`src/rtl/cs_pkg.sv`:
```
// Shared constants and helpers for the CS series processor.
package cs_pkg;

  localparam int unsigned DEF_DATA_W = 8;
  localparam int unsigned DEF_WIN    = 9;

  // Running-sum width: holds WIN samples of DATA_W bits without overflow.
  function automatic int unsigned calc_sum_w(int unsigned data_w, int unsigned win);
    return data_w + $clog2(win + 1);
  endfunction

  // Product width: wide enough for sample*WIN and sum + WIN*sample.
  function automatic int unsigned calc_prod_w(int unsigned data_w, int unsigned win);
    return calc_sum_w(data_w, win) + $clog2(win + 1);
  endfunction

  localparam int unsigned SUM_W  = calc_sum_w(DEF_DATA_W, DEF_WIN);
  localparam int unsigned PROD_W = calc_prod_w(DEF_DATA_W, DEF_WIN);

  localparam logic MODE_LE = 1'b0;  // largest entry at or below the average
  localparam logic MODE_GE = 1'b1;  // smallest entry at or above the average

  // Shift right, then clamp to the largest value representable in out_w bits (out_w < 64).
  function automatic logic [63:0] sat_shift(logic [63:0] val, int unsigned shift,
                                            int unsigned out_w);
    logic [63:0] shifted;
    logic [63:0] max_val;
    shifted = val >> shift;
    max_val = (64'd1 << out_w) - 64'd1;
    return (shifted > max_val) ? max_val : shifted;
  endfunction

endpackage

```
`src/rtl/cs_series_proc_if.sv`:
```
// Sample/result stream between the source, the processor and the sink.
interface cs_series_proc_if #(
  parameter int unsigned DATA_W = 8,
  parameter int unsigned OUT_W  = 10
);
  logic              in_valid;
  logic [DATA_W-1:0] X;
  logic              mode;
  logic              clear;
  logic              out_valid;
  logic [OUT_W-1:0]  Y;
  logic              full;

  modport master (
    output in_valid, X, mode, clear,
    input  out_valid, Y, full
  );

  modport slave (
    input  in_valid, X, mode, clear,
    output out_valid, Y, full
  );
endinterface

```
`src/rtl/cs_appr_select.sv`:
```
// Picks the window entry closest to the average from below (mode 0) or above (mode 1),
// comparing Xi*WIN against the sum so no divider is needed.
module cs_appr_select
  import cs_pkg::*;
#(
  parameter int unsigned DATA_W = 8,
  parameter int unsigned WIN    = 9
) (
  input  logic [WIN*DATA_W-1:0]                   win_flat,
  input  logic [calc_sum_w(DATA_W, WIN)-1:0]      sum,
  input  logic                                    mode,
  output logic [DATA_W-1:0]                       xappr
);

  localparam int unsigned ProdW = calc_prod_w(DATA_W, WIN);

  logic [DATA_W-1:0] xi;
  logic [ProdW-1:0]  prod;
  logic [ProdW-1:0]  sum_ext;

  // Linear scan; the window min (mode 0) or max (mode 1) always qualifies, so the
  // starting value is always replaced or already correct.
  always_comb begin
    xi      = '0;
    prod    = '0;
    sum_ext = ProdW'(sum);
    xappr   = (mode == MODE_LE) ? '0 : '1;
    for (int i = 0; i < int'(WIN); i++) begin
      xi   = win_flat[i*DATA_W +: DATA_W];
      prod = ProdW'(xi) * ProdW'(WIN);
      if (mode == MODE_LE) begin
        if (prod <= sum_ext && xi > xappr) xappr = xi;
      end else begin
        if (prod >= sum_ext && xi < xappr) xappr = xi;
      end
    end
  end

endmodule

```
`src/rtl/cs_series_proc.sv`:
```
// Sliding-window series processor: one saturated result per accepted sample once full.
module cs_series_proc
  import cs_pkg::*;
#(
  parameter int unsigned DATA_W = 8,
  parameter int unsigned WIN    = 9,
  parameter int unsigned SHIFT  = 3,
  parameter int unsigned OUT_W  = 10
) (
  input logic             clk,
  input logic             reset,
  cs_series_proc_if.slave bus
);

  localparam int unsigned SumW = calc_sum_w(DATA_W, WIN);
  localparam int unsigned CntW = $clog2(WIN + 1);

  logic [DATA_W-1:0]     win_q [WIN];
  logic [DATA_W-1:0]     win_d [WIN];
  logic [SumW-1:0]       sum_q, sum_d;
  logic [CntW-1:0]       fill_q, fill_d;
  logic                  mode_q, mode_d;
  logic                  pend_q, pend_d;
  logic                  valid_q, valid_d;
  logic [OUT_W-1:0]      y_q, y_d;
  logic [WIN*DATA_W-1:0] win_flat;
  logic [DATA_W-1:0]     xappr;
  logic [DATA_W-1:0]     oldest;
  logic                  accept;
  logic                  full;
  logic [63:0]           total;
  logic [63:0]           y_full;

  assign full = (fill_q == CntW'(WIN));

  // Flatten the window (entry 0 = newest) for the selector.
  always_comb begin
    win_flat = '0;
    for (int i = 0; i < int'(WIN); i++) win_flat[i*DATA_W +: DATA_W] = win_q[i];
  end

  cs_appr_select #(
    .DATA_W (DATA_W),
    .WIN    (WIN)
  ) u_appr_select (
    .win_flat (win_flat),
    .sum      (sum_q),
    .mode     (mode_q),
    .xappr    (xappr)
  );

  // Window, running sum and fill update; clear wins over an incoming sample.
  always_comb begin
    accept = bus.in_valid & ~bus.clear;
    oldest = full ? win_q[WIN-1] : '0;
    for (int i = 0; i < int'(WIN); i++) win_d[i] = win_q[i];
    sum_d  = sum_q;
    fill_d = fill_q;
    mode_d = mode_q;
    pend_d = 1'b0;
    if (bus.clear) begin
      for (int i = 0; i < int'(WIN); i++) win_d[i] = '0;
      sum_d  = '0;
      fill_d = '0;
      mode_d = 1'b0;
    end else if (accept) begin
      win_d[0] = bus.X;
      for (int i = 1; i < int'(WIN); i++) win_d[i] = win_q[i-1];
      sum_d  = sum_q + SumW'(bus.X) - SumW'(oldest);
      fill_d = full ? fill_q : fill_q + CntW'(1);
      mode_d = bus.mode;
      pend_d = (fill_d == CntW'(WIN));
    end
  end

  // Result computed from the registered window one edge after a full accept.
  always_comb begin
    total   = 64'(sum_q) + 64'(WIN) * 64'(xappr);
    y_full  = sat_shift(total, SHIFT, OUT_W);
    valid_d = pend_q;
    y_d     = pend_q ? y_full[OUT_W-1:0] : y_q;
  end

  // State registers with asynchronous active-low reset.
  always_ff @(posedge clk or negedge reset) begin
    if (!reset) begin
      for (int i = 0; i < int'(WIN); i++) win_q[i] <= '0;
      sum_q   <= '0;
      fill_q  <= '0;
      mode_q  <= 1'b0;
      pend_q  <= 1'b0;
      valid_q <= 1'b0;
      y_q     <= '0;
    end else begin
      for (int i = 0; i < int'(WIN); i++) win_q[i] <= win_d[i];
      sum_q   <= sum_d;
      fill_q  <= fill_d;
      mode_q  <= mode_d;
      pend_q  <= pend_d;
      valid_q <= valid_d;
      y_q     <= y_d;
    end
  end

  assign bus.out_valid = valid_q;
  assign bus.Y         = y_q;
  assign bus.full      = full;

endmodule

```
`src/flat_wrapper.sv`:
```
// flat-port wrapper written by rule: the top's interface ports become plain ports
module cs_series_proc_flat import cs_pkg::*;
#(
  parameter int unsigned DATA_W = 8,
  parameter int unsigned WIN    = 9,
  parameter int unsigned SHIFT  = 3,
  parameter int unsigned OUT_W  = 10
)
  (clk, reset, bus_in_valid, bus_X, bus_mode, bus_clear, bus_out_valid, bus_Y, bus_full);
  cs_series_proc_if #(.DATA_W(DATA_W), .OUT_W(OUT_W)) bus_i ();
  input logic clk;
  input logic reset;
  input wire logic [$bits(bus_i.in_valid)-1:0] bus_in_valid;
  input wire logic [$bits(bus_i.X)-1:0] bus_X;
  input wire logic [$bits(bus_i.mode)-1:0] bus_mode;
  input wire logic [$bits(bus_i.clear)-1:0] bus_clear;
  output wire logic [$bits(bus_i.out_valid)-1:0] bus_out_valid;
  output wire logic [$bits(bus_i.Y)-1:0] bus_Y;
  output wire logic [$bits(bus_i.full)-1:0] bus_full;
  assign bus_i.in_valid = bus_in_valid;
  assign bus_i.X = bus_X;
  assign bus_i.mode = bus_mode;
  assign bus_i.clear = bus_clear;
  assign bus_out_valid = bus_i.out_valid;
  assign bus_Y = bus_i.Y;
  assign bus_full = bus_i.full;
  cs_series_proc #(.DATA_W(DATA_W), .WIN(WIN), .SHIFT(SHIFT), .OUT_W(OUT_W)) u_core (.clk(clk), .reset(reset), .bus(bus_i));
endmodule
```
`config.mk`:
```
export PLATFORM = sky130hd
export DESIGN_NAME = cs_series_proc_flat
export DESIGN_NICKNAME = d
export VERILOG_FILES = /design/src/rtl/cs_pkg.sv /design/src/rtl/cs_series_proc_if.sv /design/src/rtl/cs_appr_select.sv /design/src/rtl/cs_series_proc.sv /design/src/flat_wrapper.sv
export SDC_FILE = /design/constraint.sdc
export NUM_CORES = 1
export LEC_CHECK = 0
export ABC_AREA = 1
export CORE_UTILIZATION = 43
export CTS_CLUSTER_DIAMETER = 200
export DETAILED_ROUTE_END_ITERATION = 7
export HOLD_SLACK_MARGIN = 0.12
export SLEW_MARGIN = 10
export SYNTH_ARGS = -nofsm -noshare
export SYNTH_HDL_FRONTEND = slang
export SYNTH_SLANG_ARGS = --single-unit
```
`constraint.sdc`:
```
create_clock -name clk -period 21.6 [get_ports clk]
set_input_delay 4.32 -clock clk [delete_from_list [all_inputs] [get_ports clk]]
set_output_delay 4.32 -clock clk [all_outputs]
set_load 0.005 [all_outputs]
```
Yosys cells after proc, flatten, opt, wreduce, memory -nomap -nowiden --
Cells that the tools add are included.
Operators by class: $add $sub $neg 4, multipliers 10, order comparisons 37, eq/ne operators 2, mux-type cells 41, bitwise operators 2, reductions and logical operators 19
Operators with widths (count):
- $mux 8 | 29
- $mux 72 | 2
- $ge 12x12->1 | 9
- $le 12x12->1 | 9
- $mul 8x4->12 const B | 9
- $gt 8x8->1 | 9
- $lt 8x8->1 | 9
- $gt 61x10->1 const B | 1
- $mux 12 | 2
- $logic_and 1x1->1 | 18
- $add 12x12->13 | 1
- $add 12x8->12 | 1
- $mul 4x8->12 const A | 1
- $mux 4 | 3
- $sub 12x8->12 | 1
- $mux 10 | 1
- $eq 4x4->1 const B | 2
- $add 4x1->4 const B | 1
- $mux 1 | 4
- $reduce_bool 2->1 | 1
- $and 1x1->1 | 1
- $not 1->1 | 1
Storage, ports and cells: bits in registers 101, output and inout bits 12

Logic depth before layout (Yosys ltp) --
Gate-level depths: netlist (run 1).
depth in word-level cells 41, depth in mapped cells 131

Hierarchy --
A second synthesis (run 1) with hierarchy kept.
Second synthesis, totals: cells, all modules 2115, area total of the unflattened synthesis 14850.5 µm²
By module, submodules not included:
- cs_appr_select | times used 1, cells an instance 1491, area an instance 9395.3 µm²
- cs_series_proc | times used 1, cells an instance 624, area an instance 5455.2 µm²

Least setup slack after synthesis (run 1) --
OpenSTA, ideal clock, no wires.
path kind reg2reg, start point register u_core.mode_q, end point register u_core.y_q[7], in the netlist u_core.bus.Y[7], setup time 0.082 ns, arrival time 16.614 ns, required time 21.518 ns, setup slack 4.903 ns, cell stages (with the launch flop) 102, clock period less this slack 16.697 ns, path through dfrtp_1 > inv_1 > buf_2 > buf_4 > buf_2 > buf_4 > buf_2 > clkbuf_1 > clkbuf_1 > ha_1 > a21oi_1 > nor2_1 > nor2_2 > and2_2 > a21oi_1 > inv_1 > o21ai_0 > inv_1 > [... 66 more ...] > a21oi_1 > o21ai_0 > a21oi_1 > nor2_1 > nand2_1 > clkbuf_1 > a21oi_1 > a31o_1 > ha_1 > inv_1 > fa_1 > inv_1 > ha_1 > a21oi_1 > o21ai_0 > a21oi_1 > nand3_1 > a31oi_1
Between the ends: word-level cells in the longest chain between the ends 41, elaborated cells between the ends (all ways) 68, classes of those cells 1 x add/sub; 1 x mul; 19 x order compare; 29 x mux; 18 x reduce/logical
RTL lines:
- start, declared | line cs_series_proc.sv:22 | logic mode_q, mode_d;
- start signal, assigned | line cs_series_proc.sv:98 | mode_q <= mode_d;
- $mux 8 | line cs_appr_select.sv:27 | xappr = (mode == MODE_LE) ? '0 : '1;
- $gt 8x8->1 / $lt 8x8->1 (equally long branches) | line cs_appr_select.sv:32, cs_appr_select.sv:34
- $logic_and 1x1->1, on equally long branches | line cs_appr_select.sv:32, cs_appr_select.sv:34
- $mux 8, on equally long branches | line cs_appr_select.sv:32, cs_appr_select.sv:34
- $mux 8 | line cs_appr_select.sv:31 | if (mode == MODE_LE) begin
- $gt 8x8->1 / $lt 8x8->1 (equally long branches) | line cs_appr_select.sv:32, cs_appr_select.sv:34
- $logic_and 1x1->1, on equally long branches | line cs_appr_select.sv:32, cs_appr_select.sv:34
- $mux 8, on equally long branches | line cs_appr_select.sv:32, cs_appr_select.sv:34
- [... 25 more ...]
- $gt 8x8->1 / $lt 8x8->1 (equally long branches) | line cs_appr_select.sv:32, cs_appr_select.sv:34
- $logic_and 1x1->1, on equally long branches | line cs_appr_select.sv:32, cs_appr_select.sv:34
- $mux 8, on equally long branches | line cs_appr_select.sv:32, cs_appr_select.sv:34
- $mux 8 * | line cs_appr_select.sv:31
- $mul 4x8->12 * | line cs_series_proc.sv:78 | total = 64'(sum_q) + 64'(WIN) * 64'(xappr);
- $add 12x12->13 * | line cs_series_proc.sv:78
- $gt 61x10->1 | line cs_pkg.sv:30 | return (shifted > max_val) ? max_val : shifted;
- $mux 10 * | line cs_pkg.sv:30
- end signal, assigned | line cs_series_proc.sv:101 | y_q <= y_d;
- end, declared | line cs_series_proc.sv:25 | logic [OUT_W-1:0] y_q, y_d;
Every way passes the cells marked *; elsewhere a longest branch is shown, timed or not. A chain may end at the register's enable or synchronous reset.

Worst setup path in the final report (run 1) --
start point register u_core.win_q, in the netlist u_core.win_flat[1], end point register u_core.y_q[7], in the netlist u_core.bus.Y[7]
Between the ends: word-level cells in the longest chain between the ends 41, elaborated cells between the ends (all ways) 70, classes of those cells 1 x add/sub; 2 x mul; 21 x order compare; 28 x mux; 18 x reduce/logical
RTL lines:
- start, declared | line cs_series_proc.sv:18 | logic [DATA_W-1:0] win_q [WIN];
- $mul 8x4->12 | line cs_appr_select.sv:30 | prod = ProdW'(xi) * ProdW'(WIN);
- $le 12x12->1 / $ge 12x12->1 (equally long branches) | line cs_appr_select.sv:32, cs_appr_select.sv:34
- $logic_and 1x1->1, on equally long branches | line cs_appr_select.sv:32, cs_appr_select.sv:34
- $mux 8, on equally long branches | line cs_appr_select.sv:32, cs_appr_select.sv:34
- $mux 8 * | line cs_appr_select.sv:31
- $gt 8x8->1 / $lt 8x8->1 (equally long branches) | line cs_appr_select.sv:32, cs_appr_select.sv:34
- $logic_and 1x1->1, on equally long branches | line cs_appr_select.sv:32, cs_appr_select.sv:34
- $mux 8, on equally long branches | line cs_appr_select.sv:32, cs_appr_select.sv:34
- [... 25 more ...]
- $gt 8x8->1 / $lt 8x8->1 (equally long branches) | line cs_appr_select.sv:32, cs_appr_select.sv:34
- $logic_and 1x1->1, on equally long branches | line cs_appr_select.sv:32, cs_appr_select.sv:34
- $mux 8, on equally long branches | line cs_appr_select.sv:32, cs_appr_select.sv:34
- $mux 8 * | line cs_appr_select.sv:31
- $mul 4x8->12 * | line cs_series_proc.sv:78
- $add 12x12->13 * | line cs_series_proc.sv:78
- $gt 61x10->1 | line cs_pkg.sv:30
- $mux 10 * | line cs_pkg.sv:30
Marked as above.

==> results of run 1 <==
## synth_stat cells (2+ instances only)
master	n	area share
buf_4	5	0.0027
nand2_1	309	0.083
clkbuf_1	34	0.0091
nand2_4	2	0.0016
inv_2	3	0.00080
xnor2_1	19	0.012
o22ai_1	89	0.040
a31o_1	3	0.0019
nor2_1	136	0.036
xor2_1	31	0.019
ha_1	297	0.26
or2_2	2	0.00089
nand3_2	16	0.011
nand4_1	38	0.017
o22ai_2	2	0.0018
o21ai_0	107	0.038
a31oi_1	12	0.0053
nor3_1	15	0.0053
o32ai_1	3	0.0019
o21a_1	5	0.0027
o21bai_1	8	0.0043
a21o_1	5	0.0027
a22oi_1	3	0.0016
o221ai_1	5	0.0031
a21oi_4	2	0.0023
a211oi_1	12	0.0064
buf_2	8	0.0029
o21ai_1	17	0.0061
o31ai_1	3	0.0016
o211ai_1	14	0.0075
nor2_2	5	0.0022
a32oi_1	10	0.0062
nand2_2	17	0.0076
nand3_1	68	0.024
dfrtp_1	101	0.18
a21oi_1	165	0.059
fa_1	22	0.031
clkinv_1	2	0.00053
or2_1	3	0.0013
inv_1	329	0.088
## where the power goes
| group | switching [mW] | total [mW] | internal [mW] |
|---|---|---|---|
| combinational | 1.32 | 2.05 | 0.730 |
| sequential | 0.0110 | 0.212 | 0.201 |
| clock | 0.0944 | 0.188 | 0.0937 |
| total | 1.43 | 2.45 | 1.02 |
## critical path: cells and delay by family, from the launching register on
kind            cells  cell delay, ns
simple gates       27            4.07
buf+inv            12            1.54
compound gates     39            8.37
fa+ha+maj          15            4.68
xor+xnor            1            0.17
flops               1            0.45
## area by class of cell
| type | instances | area share |
|---|---|---|
| Clock inverter | 7 | 0.005823 |
| Sequential cell | 101 | 0.1681 |
| Tap cell | 435 | 0.03618 |
| Clock buffer | 9 | 0.01497 |
| Multi-Input combinational cell | 1455 | 0.6688 |
| Timing Repair Buffer | 38 | 0.02279 |
| Inverter | 334 | 0.08335 |
## placed cells by master (no fill, tap or decap), types with 14 or more instances in the layout
master | synthesis | final
o21ai_1 | 17 | 17
nand2_1 | 309 | 309
ha_1 | 297 | 297
dfrtp_1 | 101 | 100
nand2_2 | 17 | 17
nand3_1 | 68 | 67
fa_1 | 22 | 22
clkdlybuf4s50_1 | 0 | 23
nand3_2 | 16 | 17
o211ai_1 | 14 | 14
inv_1 | 329 | 328
nor2_1 | 136 | 136
nor3_1 | 15 | 15
nand4_1 | 38 | 38
o22ai_1 | 89 | 89
buf_4 | 5 | 15
a21oi_1 | 165 | 165
o21ai_0 | 107 | 107
xnor2_1 | 19 | 19
xor2_1 | 31 | 31
## how the worst min path moves through the flow
stage                                 endpoint  cells after the start            start
final                          u_core.bus.Y[4]                      2  u_core.bus.Y[4]
after floorplan           u_core.bus.out_valid                      0    u_core.pend_q
after global routing           u_core.bus.Y[0]                      2  u_core.bus.Y[0]
after CTS                      u_core.bus.Y[4]                      2  u_core.bus.Y[4]
after detailed placement       u_core.bus.Y[4]                      2  u_core.bus.Y[4]
after global placement         u_core.bus.Y[5]                      2  u_core.bus.Y[5]
## stage by stage
| step | hold slack [ns] | utilization | instance area (sq um) | std cells | setup WS (ns) |
|---|---|---|---|---|---|
| floorplan | 0.3793 | - | 14040 | 1938 | 4.903 |
| detailed placement | 0.4710 | 0.4619 | 14720 | 2363 | 2.402 |
| global placement | 0.4644 | 0.4619 | 14720 | 2363 | 3.122 |
| finish | 0.4866 | 0.4718 | 15040 | 2379 | 2.185 |
| CTS | 0.4906 | 0.4717 | 15040 | 2379 | 2.352 |
| global route | 0.5199 | 0.4718 | 15040 | 2379 | 0.03858 |
## registers in the layout (all words and copies together), names as in the netlist
name and count:
u_core.bus.out_valid 1, u_core.bus.Y 10, u_core.win_flat 72, u_core.mode_q 1, u_core.sum_q 12, u_core.fill_q 4, u_core.pend_q 1
## logic make-up after synthesis
family,Yosys count,synth area share
simple gates,616,0.1937
compound gates,470,0.1950
flops,101,0.1800
fa+ha+maj,319,0.2960
buf+inv,382,0.1042
xor+xnor,50,0.03119
## routing by layer
metal	vias to the layer above	routed length (um)	global-route usage
met5	-	0	0
met4	0	664	0.06353
met3	38	1484	0.02475
met2	260	19080	0.4322
met1	6275	20010	0.3478
li1	6622	-	-
==> impl_metrics.env, run 1 <==
export IMPL_synth_enable_flop_cells=0
export IMPL_htreeDepth=3
export IMPL_placeableCoreArea_sq_um=31880
export IMPL_cap_violations=0
export IMPL_ir_worst_vdd_mv=0.2213
export IMPL_flow_area_growth_from_synthesis_pct=7.119
export IMPL_synth_area_per_cell_sq_um=7.246
export IMPL_tns_ns=0
export IMPL_netlist_area_sq_um=14040
export IMPL_period_minus_slack_ns=19.42
export IMPL_worst_r2r_cell_count=94
export IMPL_maxSlewHeadroom=0.3858
export IMPL_multi_input_comb_area_sq_um=10060
export IMPL_fp_dieW_um=182.7
export IMPL_vias=13195
export IMPL_syn_instance_count=1938
export IMPL_post_route_cells_drive_above_1_share=0.04475
export IMPL_critical_path_most_common_cell="a21oi_1"
export IMPL_synth_warnings=0
export IMPL_ctsHoldBuffers=0
export IMPL_clk_latency_ns=0.38
export IMPL_report_final_hold_viol_count=0
export IMPL_critPathKind="reg2reg"
export IMPL_portBuffers=24
export IMPL_power_density_nw_per_um2=163.1
export IMPL_finalMaxSlewViolations=0
export IMPL_fillerInstances=3286
export IMPL_regArea_sq_um=2529
export IMPL_grt_antenna_before_repair=0
export IMPL_synth_ff_latch_count=101
export IMPL_cts_made_buffers=9
export IMPL_clock_tree_from_tritoncts="yes"
export IMPL_ios=25
export IMPL_routed_wirelength_um=41230
export IMPL_clock_fmax_mhz=51.51
export IMPL_worst_setup_hold_path_clk_slew_ns=0.08
export IMPL_post_route_drc_count=0
export IMPL_cts_sinks=101
export IMPL_yosys_cell_types_count=51
export IMPL_avgViaCountPerCell=5.546
export IMPL_status="finished, final reports clean"
export IMPL_detailedRoute_firstIterationViolations=826
export IMPL_worstPathMaxFanout=15
export IMPL_ant_nets=0
export IMPL_total_gr_overflow=0
export IMPL_place_gp_congestion=0.8971
export IMPL_power_mw=2.453
export IMPL_drt_pass1_iterations=5
export IMPL_setup_violations_final=0
export IMPL_grt_max_degree=76
export IMPL_cp_endpoint="u_core.bus.Y[7]"
export IMPL_timing_critical_path_slowest_stage_cell="fa_1"
export IMPL_async_flop_share=1.000
export IMPL_timing_clock_skew_ns=0.008542
export IMPL_detailed_place_hpwl_um=31750
export IMPL_ys_dominant_reg_cell="dfrtp_1"
export IMPL_cts_path_max_buffers=2
export IMPL_final_net_count=2271
export IMPL_end_kind="register"
export IMPL_critPathMaxStageDelay_ns=0.49
export IMPL_resize_count_post_cts=0
export IMPL_synth_yosys_seq_area_share=0.1800
export IMPL_critPathLaunchType="register"
export IMPL_die_area_sq_um=33380
export IMPL_synth_nets=2270
export IMPL_initial_utilization=0.4405
export IMPL_die_height_um=182.7
export IMPL_final_period_utilization=0.8989
export IMPL_num_rows=65
export IMPL_critPathArrivalTime_ns=19.72
export IMPL_routedWlPerCell_um=17.33
export IMPL_setup_repair_bufs_after_cts=0
export IMPL_critical_path_data_required_time_ns=21.90
export IMPL_p_leak_nw=8.096
export IMPL_grt_pass1_vias=12711
export IMPL_rr_endpoint="u_core.bus.Y[7]"
export IMPL_clock_root_buffer="clkbuf_16"
export IMPL_min_path_type="reg2reg"
export IMPL_grt_setup_unrepaired="no"
export IMPL_timing_rr_start="u_core.win_flat[1]"
export IMPL_r2r_setup_slack_ns=2.18
export IMPL_globalRouteTotalUtil=0.2555
export IMPL_grt_pass1_wl_um=67240
export IMPL_worstMarginPinSlew_ns=0.9179
export IMPL_n_antenna_cell=0
export IMPL_worst_setup_path_startpoint="u_core.win_flat[1]"
(Power assumes the default switching activity.)
==> inputs of run 2 (changes only) <==
Settings changed: GPL_TIMING_DRIVEN set to 0.
==> run 2 against run 1 <==
  * First-iteration DRC count rose by 19%
  * Utilization rose by 0.53 points
  * Sequential power about the same
  * Clock power rose by 2%
  * Critical endpoint unchanged
==> impl_metrics.env, run 2 (synthesis results as in run 1) <==
export IMPL_routedWlPerCell_um=17.37
export IMPL_routed_wirelength_um=41890
export IMPL_grt_antenna_before_repair=0
export IMPL_place_gp_congestion=0.8741
export IMPL_total_gr_overflow=0
export IMPL_power_mw=2.484
export IMPL_post_route_drc_count=0
export IMPL_ios=25
export IMPL_final_net_count=2304
export IMPL_largest_register_ffs=72
export IMPL_ant_nets=0
export IMPL_r2r_setup_slack_ns=1.76
export IMPL_p_leak_nw=8.150
export IMPL_drt_pass1_iterations=5
export IMPL_die_height_um=182.7
export IMPL_worstPathMaxFanout=16
export IMPL_worst_r2r_cell_count=101
export IMPL_timing_clock_skew_ns=0.01259
export IMPL_fillerInstances=3265
export IMPL_grt_pass1_wl_um=66550
export IMPL_status="finished, final reports clean"
export IMPL_avgViaCountPerCell=5.571
export IMPL_critical_path_depth=101
export IMPL_worst_setup_hold_path_clk_slew_ns=0.08
export IMPL_maxSlewHeadroom=0.3182
export IMPL_cp_top_family="compound AO/OA/AOI/OAI gates"
export IMPL_post_route_cells_drive_above_1_share=0.04654
export IMPL_placeableCoreArea_sq_um=31880
export IMPL_cap_violations=0
export IMPL_die_area_sq_um=33380
export IMPL_flow_area_growth_from_synthesis_pct=8.313
export IMPL_finalMaxSlewViolations=0
export IMPL_globalRouteTotalUtil=0.2548
export IMPL_period_minus_slack_ns=19.84
export IMPL_leading_cell_type_in_the_layout_fill_and_taps_excluded="inv_1"
export IMPL_report_final_hold_viol_count=0
export IMPL_vias=13438
export IMPL_worst_setup_path_startpoint="u_core.mode_q"
export IMPL_critPathLaunchType="register"
export IMPL_final_cell_mix="inv_1, nand2_1, ha_1, a21oi_1, nor2_1"
export IMPL_fp_dieW_um=182.7
export IMPL_clk_latency_ns=0.37
export IMPL_initial_utilization=0.4405
export IMPL_grt_pass1_vias=12817
export IMPL_tns_ns=0
export IMPL_n_antenna_cell=0
export IMPL_portBuffers=24
export IMPL_cts_sinks=101
export IMPL_clock_tree_from_tritoncts="yes"
export IMPL_critical_path_data_required_time_ns=21.89
export IMPL_worstPathBufferInverterCount=25
export IMPL_cp_endpoint="u_core.bus.Y[7]"
export IMPL_placed_cells=2398
export IMPL_clock_fmax_mhz=50.39
export IMPL_timing_rr_start="u_core.mode_q"
export IMPL_cts_path_max_buffers=2
export IMPL_power_density_nw_per_um2=163.3
export IMPL_ir_worst_vdd_mv=0.1487
export IMPL_detailedRoute_firstIterationViolations=982
export IMPL_ctsHoldBuffers=0
export IMPL_critPathMaxStageDelay_ns=0.50
export IMPL_worstMarginPinSlew_ns=1.023
export IMPL_setup_violations_final=0
export IMPL_critPathKind="reg2reg"
export IMPL_clock_root_buffer="clkbuf_16"
export IMPL_grt_setup_unrepaired="no"
export IMPL_grt_max_degree=83
export IMPL_cts_made_buffers=9
export IMPL_rr_endpoint="u_core.bus.Y[7]"
export IMPL_final_period_utilization=0.9187
export IMPL_timing_critical_path_slowest_stage_cell="fa_1"
export IMPL_end_kind="register"
export IMPL_min_path_type="reg2reg"
export IMPL_detailed_place_hpwl_um=32380
export IMPL_critical_path_most_common_cell="a21oi_1"
export IMPL_critPathArrivalTime_ns=20.14
export IMPL_finish_cell_count_without_fillers=2412
export IMPL_num_rows=65
export IMPL_htreeDepth=3
==> run 2: changes by cell type in the layout (fill, tap and decap cells not counted), sizes merged <==
cell      previous run  this run
clkinv               2         3
buf                 15        16
inv                338       335
bufinv               1         2
clkbuf               9        41
clkinvlp             0         1
==> run 2: metal layers <==
layer	share of wire	GRT usage
met5	0	0
met4	0.023	0.07059
met3	0.056	0.03692
met2	0.46	0.4310
met1	0.46	0.3365
==> run 2: layout make-up <==
class,count,area (sq um),share of cell area
clock inverter,7,105.1,0.006910
clock buffer,9,225.2,0.01481
tap,435,544.3,0.03578
timing repair buffer,25,269.0,0.01769
buffer,46,207.7,0.01366
sequential,101,2527,0.1662
inverter,334,1254,0.08243
multi-input combinational,1455,10080,0.6626
==> run 2: stage by stage <==
stage,cell area [sq um],util,worst slack [ns],hold WS (ns)
after floorplan,14040,-,4.903,0.3793
after global placement,14830,0.4651,0.6738,0.4007
after detailed placement,14860,0.4660,0.4374,0.4122
after CTS,15190,0.4763,0.3289,0.4313
after global routing,15210,0.4771,0.08012,0.4471
final,15210,0.4771,1.755,0.4283
==> run 2: how the worst min path moves through the flow <==
| stage | slack, ns | from | cells after the start | to |
|---|---|---|---|---|
| 6_report | 0.43 | u_core.pend_q | 0 | u_core.bus.out_valid |
| 5_1_grt | 0.45 | u_core.pend_q | 0 | u_core.bus.out_valid |
| 4_1_cts | 0.43 | u_core.pend_q | 0 | u_core.bus.out_valid |
| 3_5_place_dp | 0.41 | u_core.pend_q | 0 | u_core.bus.out_valid |
| 3_3_place_gp | 0.40 | u_core.pend_q | 0 | u_core.bus.out_valid |
| 2_1_floorplan | 0.38 | u_core.pend_q | 0 | u_core.bus.out_valid |
==> run 2: where the power goes <==
group / switching, mW / internal (mW) / total [mW]
registers: 0.0125 / 0.201 / 0.214
logic: 1.34 / 0.740 / 2.08
clock network: 0.0881 / 0.104 / 0.192
==> run 2: what timing repair did <==
| item | 4_1_cts | 5_1_grt |
|---|---|---|
| endpoints found under the hold margin | 0 | 0 |
| setup buffers | 0 | 0 |
| resized for setup | 0 | 14 |
| endpoints found under the setup margin | 0 | 10 |
==> run 2: worst reg2reg max path, delay by kind of cell, from the launching register on <==
family          cells  cell delay (ns)
compound gates     35             7.20
buf+inv            25             4.85
fa+ha+maj          12             3.87
simple gates       29             3.42
flops               1             0.44
